[src/rtl/pipe_stage_reg.sv]
// pipe_stage_reg: one pipeline stage register with valid/ready handshake,
// Tnew countdown on capture, bubble insertion and flush to the exception PC.
// Optional macro PIPE_SKID_EN adds a skid entry, so in_ready comes straight
// from a flop and does not depend on out_ready. Without the macro the stage
// has one entry and in_ready depends combinationally on out_ready.
module pipe_stage_reg #(
  parameter int          DATA_W   = 64,
  parameter int          TNEW_W   = 2,
  parameter logic [31:0] RESET_PC = 32'h0000_3000,
  parameter logic [31:0] EXC_PC   = 32'h0000_4180
) (
  input  logic              clk,
  input  logic              rst,
  input  logic              flush,
  input  logic              bubble,
  input  logic              in_valid,
  output logic              in_ready,
  input  logic [DATA_W-1:0] in_data,
  input  logic [31:0]       in_pc,
  input  logic [TNEW_W-1:0] in_tnew,
  input  logic              in_dslot,
  input  logic [4:0]        in_exc,
  output logic              out_valid,
  input  logic              out_ready,
  output logic [DATA_W-1:0] out_data,
  output logic [31:0]       out_pc,
  output logic [TNEW_W-1:0] out_tnew,
  output logic              out_dslot,
  output logic [4:0]        out_exc
);

`ifdef PIPE_SKID_EN
  typedef enum logic [1:0] {ST_EMPTY = 2'd0, ST_FULL = 2'd1, ST_SKID = 2'd2} state_t;
`else
  typedef enum logic [1:0] {ST_EMPTY = 2'd0, ST_FULL = 2'd1} state_t;
`endif

  typedef struct packed {
    logic [DATA_W-1:0] data;
    logic [31:0]       pc;
    logic [TNEW_W-1:0] tnew;
    logic              dslot;
    logic [4:0]        exc;
  } entry_t;

  // The producer's Tnew is one cycle closer to ready once it sits here.
  function automatic logic [TNEW_W-1:0] sat_dec(input logic [TNEW_W-1:0] t);
    return (t == '0) ? '0 : t - 1'b1;
  endfunction

  state_t state_q, state_d;
  entry_t main_q, main_d;
  entry_t cap;
  logic   up_xfer, dn_xfer;

`ifdef PIPE_SKID_EN
  entry_t skid_q, skid_d;
  logic   rdy_q, rdy_d;

  // A bubble takes over main this cycle, so nothing is accepted upstream.
  assign in_ready = rdy_q && !bubble;
`else
  // Accept only when the single entry empties this cycle.
  assign in_ready = (!out_valid || out_ready) && !bubble;
`endif

  assign out_valid = (state_q != ST_EMPTY);
  assign up_xfer   = in_valid && in_ready;
  assign dn_xfer   = out_valid && out_ready;

  assign out_data  = main_q.data;
  assign out_pc    = main_q.pc;
  assign out_tnew  = main_q.tnew;
  assign out_dslot = main_q.dslot;
  assign out_exc   = main_q.exc;

  // Next state and entry contents; flush beats bubble beats handshake.
  always_comb begin
    state_d = state_q;
    main_d  = main_q;
`ifdef PIPE_SKID_EN
    skid_d  = skid_q;
`endif
    cap = '{data: in_data, pc: in_pc, tnew: sat_dec(in_tnew),
            dslot: in_dslot, exc: in_exc};
    if (flush) begin
      state_d  = ST_EMPTY;
      main_d   = '0;
      main_d.pc = EXC_PC;
`ifdef PIPE_SKID_EN
      skid_d   = '0;
`endif
    end else if (bubble) begin
      // The bubble keeps PC and delay-slot tags so later stages still see
      // where the stalled instruction sits.
      state_d      = ST_EMPTY;
      main_d       = '0;
      main_d.pc    = in_pc;
      main_d.dslot = in_dslot;
`ifdef PIPE_SKID_EN
      skid_d       = '0;
`endif
    end else begin
      case (state_q)
        ST_EMPTY: begin
          if (up_xfer) begin
            main_d  = cap;
            state_d = ST_FULL;
          end
        end
        ST_FULL: begin
          if (up_xfer && dn_xfer) begin
            main_d = cap;
          end else if (dn_xfer) begin
            state_d = ST_EMPTY;
`ifdef PIPE_SKID_EN
          end else if (up_xfer) begin
            // Downstream is stalled, so park the new entry behind main.
            skid_d  = cap;
            state_d = ST_SKID;
`endif
          end
        end
`ifdef PIPE_SKID_EN
        ST_SKID: begin
          if (dn_xfer) begin
            main_d  = skid_q;
            skid_d  = '0;
            state_d = ST_FULL;
          end
        end
`endif
        default: state_d = ST_EMPTY;
      endcase
    end
  end

`ifdef PIPE_SKID_EN
  // in_ready is registered from the next state, so it does not depend on out_ready.
  always_comb begin
    rdy_d = (state_d != ST_SKID);
  end
`endif

  // State and entry registers with synchronous active-low reset.
  always_ff @(posedge clk) begin
    if (!rst) begin
      state_q    <= ST_EMPTY;
      main_q     <= '0;
      main_q.pc  <= RESET_PC;
`ifdef PIPE_SKID_EN
      skid_q     <= '0;
      rdy_q      <= 1'b1;
`endif
    end else begin
      state_q    <= state_d;
      main_q     <= main_d;
`ifdef PIPE_SKID_EN
      skid_q     <= skid_d;
      rdy_q      <= rdy_d;
`endif
    end
  end

endmodule

[config.mk]
export PLATFORM = sky130hd
export DESIGN_NAME = pipe_stage_reg
export DESIGN_NICKNAME = d
export VERILOG_FILES = /design/src/rtl/pipe_stage_reg.sv
export SDC_FILE = /design/constraint.sdc
export NUM_CORES = 1
export LEC_CHECK = 0
export CORE_ASPECT_RATIO = 1.2
export CORE_MARGIN = 2
export CORE_UTILIZATION = 36
export CTS_BUF_LIST = sky130_fd_sc_hd__clkbuf_16
export DETAILED_ROUTE_END_ITERATION = 12
export GPL_ROUTABILITY_DRIVEN = 0
export PLACE_DENSITY = 0.78
export SYNTH_ARGS = -nofsm -noshare
export SYNTH_HDL_FRONTEND = slang
export SYNTH_SLANG_ARGS = --single-unit
[constraint.sdc]
create_clock -name clk -period 1.1 [get_ports clk]
set_input_delay 0.22 -clock clk [delete_from_list [all_inputs] [get_ports clk]]
set_output_delay 0.22 -clock clk [all_outputs]
set_load 0.02 [all_outputs]
# --- Word-level counts from Yosys, hierarchy flattened ---
# Index checks and enable logic that the tools add are counted.
op_classes:
  eq_ne: 9
  bitwise: 1
  shift: 0
  reduce_logical: 19
  div_mod_pow: 0
  mul: 0
  order_cmp: 0
  mux: 10
  add_sub_neg: 1
ops:
  columns: ["op", "n"]
  rows:
  - ["104-bit two-way mux", 2]
  - ["104-bit one-hot mux with 2 select lines", 1]
  - ["40-bit two-way mux", 1]
  - ["23-bit two-way mux", 1]
  - ["3-bit AND reduction", 4]
  - ["2-bit two-way mux", 4]
  - ["2-bit inequality test (second input constant)", 4]
  - ["4-bit inequality test (second input constant)", 2]
  - ["3-bit inequality test (second input constant)", 2]
  - ["1-bit logical AND", 4]
  - ["2-bit logical NOT", 2]
  - ["2-bit one-hot mux with 2 select lines", 1]
  - ["2-bit nonzero test", 2]
  - ["4-bit nonzero test", 1]
  - ["3-bit nonzero test", 1]
  - ["3-bit OR reduction", 1]
  - ["2-bit by 1-bit == test with 1-bit output (second input constant)", 1]
  - ["1-bit logical NOT", 2]
  - ["2-bit OR reduction", 1]
  - ["2-bit by 1-bit subtractor with 2-bit output (second input constant)", 1]
  - ["1-bit logical OR", 1]
  - ["1-bit inverter", 1]
totals:
  romBits: 0
  latch_bits: 0
  register_bits: 106
  input_bits: 110
  mem_count: 0
  mem_bits_rw: 0

# --- Longest topological paths before layout ---
logic_depth:
  ltp_word: 10
  ltp_mapped: 6
  depth_no_buf: 3

# --- Worst setup path after synthesis ---
# No wires, ideal clock.
synth_path:
  path_type: "register to output"
  start: "reg state_q[0]"
  end: "out in_ready"
  path_stages_with_launch: 5
  slack_ns: -0.299
  n_path_buf: 2
  t_arrival_ns: 1.179
  cell_sequence: "dfxtp_1 > and2b_1 > buf_4 > buf_2 > nor2_1"
synth_via:
  elab_chain_len: 4
synth_rtl:
  columns: ["item", "line_no", "source"]
  rows:
  - ["start, declared", "51", "state_t state_q, state_d;"]
  - ["start signal, assigned", "156", "state_q <= state_d;"]
  - ["2-bit nonzero test", "67", "assign out_valid = (state_q != ST_EMPTY);"]
  - ["1-bit logical NOT", "64", "assign in_ready = (!out_valid || out_ready) && !bubble;"]
  - ["1-bit logical OR", "64", null]
  - ["1-bit logical AND", "64", null]
  - ["end, declared", "17", "output logic in_ready,"]
# Every way passes these cells.

# --- Worst setup path in the final report ---
# Same ends and word-level chain as after synthesis.

==> impl_metrics.tcl <==
set metrics [dict create \
    ios 216 \
    path_clk_slew_ps 70 \
    io_buffer_count 215 \
    fin_area_sq_um 7500 \
    netlist_area_sq_um 4170 \
    gr-total-overflow 0 \
    hpwl_um 8770 \
    p_per_area_nw_per_um2 1170 \
    wirelength_um 16300 \
    initial_core_util 0.364 \
    vias_per_cell 5.35 \
    clock_power_share 0.384 \
    cts_tree "built" \
    drtPass1Iterations 5 \
    finalSetupViolCount 107 \
    die_x_um 102 \
    yosysSeqAreaShare 0.504 \
    p_int_w 0.00664 \
    worst_pin_slew_ps 297 \
    grt_pass1_vias 4419 \
    wl_per_cell_um 18.7 \
    critPathMaxStageDelay_ps 350 \
    ant_nets 0 \
    yosysWarnings 0 \
    layout.nets 816 \
    htreeDepth 3 \
    p_comb_frac 0.166 \
    num_rows 43 \
    status "finished with violations" \
    syn-instance-count 482 \
    cts_sinks 105 \
    grt_max_degree 57 \
    cap_violations 0 \
    route.detailed.drc 0 \
    hold_viol_final 0 \
    fill_cells 952 \
    pre_cts_ws_ps -850 \
    maxSlewViolCount 0 \
    critPathRequiredTime_ps 880 \
    coreArea_sq_um 11500 \
    antenna_found_initial 0 \
    cp_max_fo 4 \
    fp.dieH_um 122 \
    crit_path_start_kind "flip-flop" \
    maxClockFrequency_mhz 765 \
    timing.final.crit_share 1.19 \
    placed_area_sq_um 6490 \
    rsz0062_at_grt "yes" \
    critical_path_class "flip-flop to output pin" \
    setup_tns_ps -15340 \
    path_cells "and2b_4, nor2_4, buf_6" \
    p_leak_nw 2.94 \
    min_period_ps 1310 \
    layout_commonest_cell "clkdlybuf4s50_1" \
    avgSynthCellArea_sq_um 8.66 \
    clock_path_buffers 2 \
    arrival_ps 1090 \
    synth_fp_nets 592 \
    cp-end-kind "output pin" \
    final_cell_mix "clkdlybuf4s50_1, dfxtp_1, buf_2, nand2_1, o21ai_1" \
    drt_iter0_drc 226 \
    n_antenna_cell 0 \
    utilization 0.655 \
    worst_slack_ps -207 \
    seqPwrFrac 0.450 \
    vdd_drop_max_uv 915 \
    dieArea_sq_um 12500 \
    grt_usage 0.224 \
    synthDistinctLibCells 25 \
    switchingPower_w 0.00211 \
    clk_latency_ps 330 \
    switching_share 0.241 \
    relSlewSlack 0.802 \
    fin_skew_ps 4.40 \
    crit_slowest_cell "dfxtp_4" \
    flow.area_growth_from_synthesis_pct 79.8 \
    layout-drive-gt1-share 0.360 \
    vias 4640 \
    grt_pass1_wl_um 21900 \
    cts-root-buf "clkbuf_16" \
    violations "setup timing" \
    numCtsBuffers 9 \
    hp-class "input pin to flip-flop" \
    total_power_w 0.00875 \
    synth.ff_latch_count 105 \
]
==> through the flow <==
step,cells,hold WS [ps]
after floorplan,482,357
after global placement,824,444
after detailed placement,824,451
after CTS,857,423
after global routing,868,439
final,868,430
==> per-layer routing <==
layer	vias to the layer above	part of all wire	routed length, um	GRT usage
met2	216	0.52	8440	0.390
li1	2147	-	-	-
met4	0	0.028	452	0.0958
met3	40	0.077	1250	0.0706
met1	2237	0.38	6130	0.251
met5	-	0	0	0
==> cell usage after synthesis (all sizes together) <==
| library cell | count | area, sq um |
|---|---|---|
| nand4b | 1 | 8.76 |
| nand2 | 59 | 221 |
| nand2b | 3 | 33.8 |
| clkbuf | 6 | 28.8 |
| dfxtp | 105 | 2100 |
| o21ai | 73 | 365 |
| a21oi | 73 | 365 |
| inv | 3 | 11.3 |
| nand4 | 1 | 6.26 |
| and2b | 3 | 22.5 |
| a21o | 1 | 7.51 |
| mux2i | 28 | 280 |
| and2 | 1 | 6.26 |
| nor2 | 1 | 3.75 |
| nor3b | 2 | 15.0 |
| nand3 | 69 | 345 |
| a311o | 3 | 30.0 |
| o311ai | 2 | 17.5 |
| buf | 45 | 279 |
| a211oi | 3 | 22.5 |
==> sequential cells by signal, summed over array words and instances, names as in the netlist <==
signal / cells
out_pc: 32
out_dslot: 1
out_exc: 5
state_q: 1
out_data: 64
out_tnew: 2
==> worst paths after layout <==
check        slack (ps)  cells after the start           end       start
max                -210                      3      in_ready  state_q[0]
min                 430                      3    out_pc[10]   in_pc[10]
max reg2reg        -200                      7  out_data[62]  state_q[0]
min reg2reg         460                      2    out_pc[21]  out_pc[21]
==> worst max-delay path, delay by kind of cell, from the launching register on <==
family        cells  cell delay (ps)
flops             1              350
simple gates      2              290
buf+inv           1              120
==> repair_timing <==
item / 4_1_cts / 5_1_grt
gates cloned: 10 / 8
pin swaps: 10 / 39
setup buffers: 7 / 5
endpoints found under the setup margin: 211 / 127
resized for setup: 480 / 112
hold buffers: 0 / 0
==> power by group through the flow <==
stage          sequential, W  clock [W]  combinational, W
2_1_floorplan        0.00413          0          0.000413
3_3_place_gp         0.00402          0           0.00119
3_5_place_dp         0.00402          0           0.00120
4_1_cts              0.00393    0.00341           0.00124
5_1_grt              0.00394    0.00356           0.00154
6_report             0.00394    0.00336           0.00145
==> layout make-up <==
cell class	count	area (sq um)	share of cell area
Clock inverter	7	87.6	0.0117
Multi-Input combinational cell	323	2250	0.299
Timing Repair Buffer	264	2630	0.350
Tap cell	157	196	0.0262
Clock buffer	9	225	0.0300
Inverter	3	11.3	0.00150
Sequential cell	105	2110	0.281
==> cells by family after synthesis <==
| family | count (synthesis) | synth area share |
|---|---|---|
| compound gates | 155 | 0.194 |
| buf+inv | 54 | 0.0765 |
| flops | 105 | 0.504 |
| mux | 28 | 0.0672 |
| simple gates | 140 | 0.159 |
(Power assumes the default switching activity.)
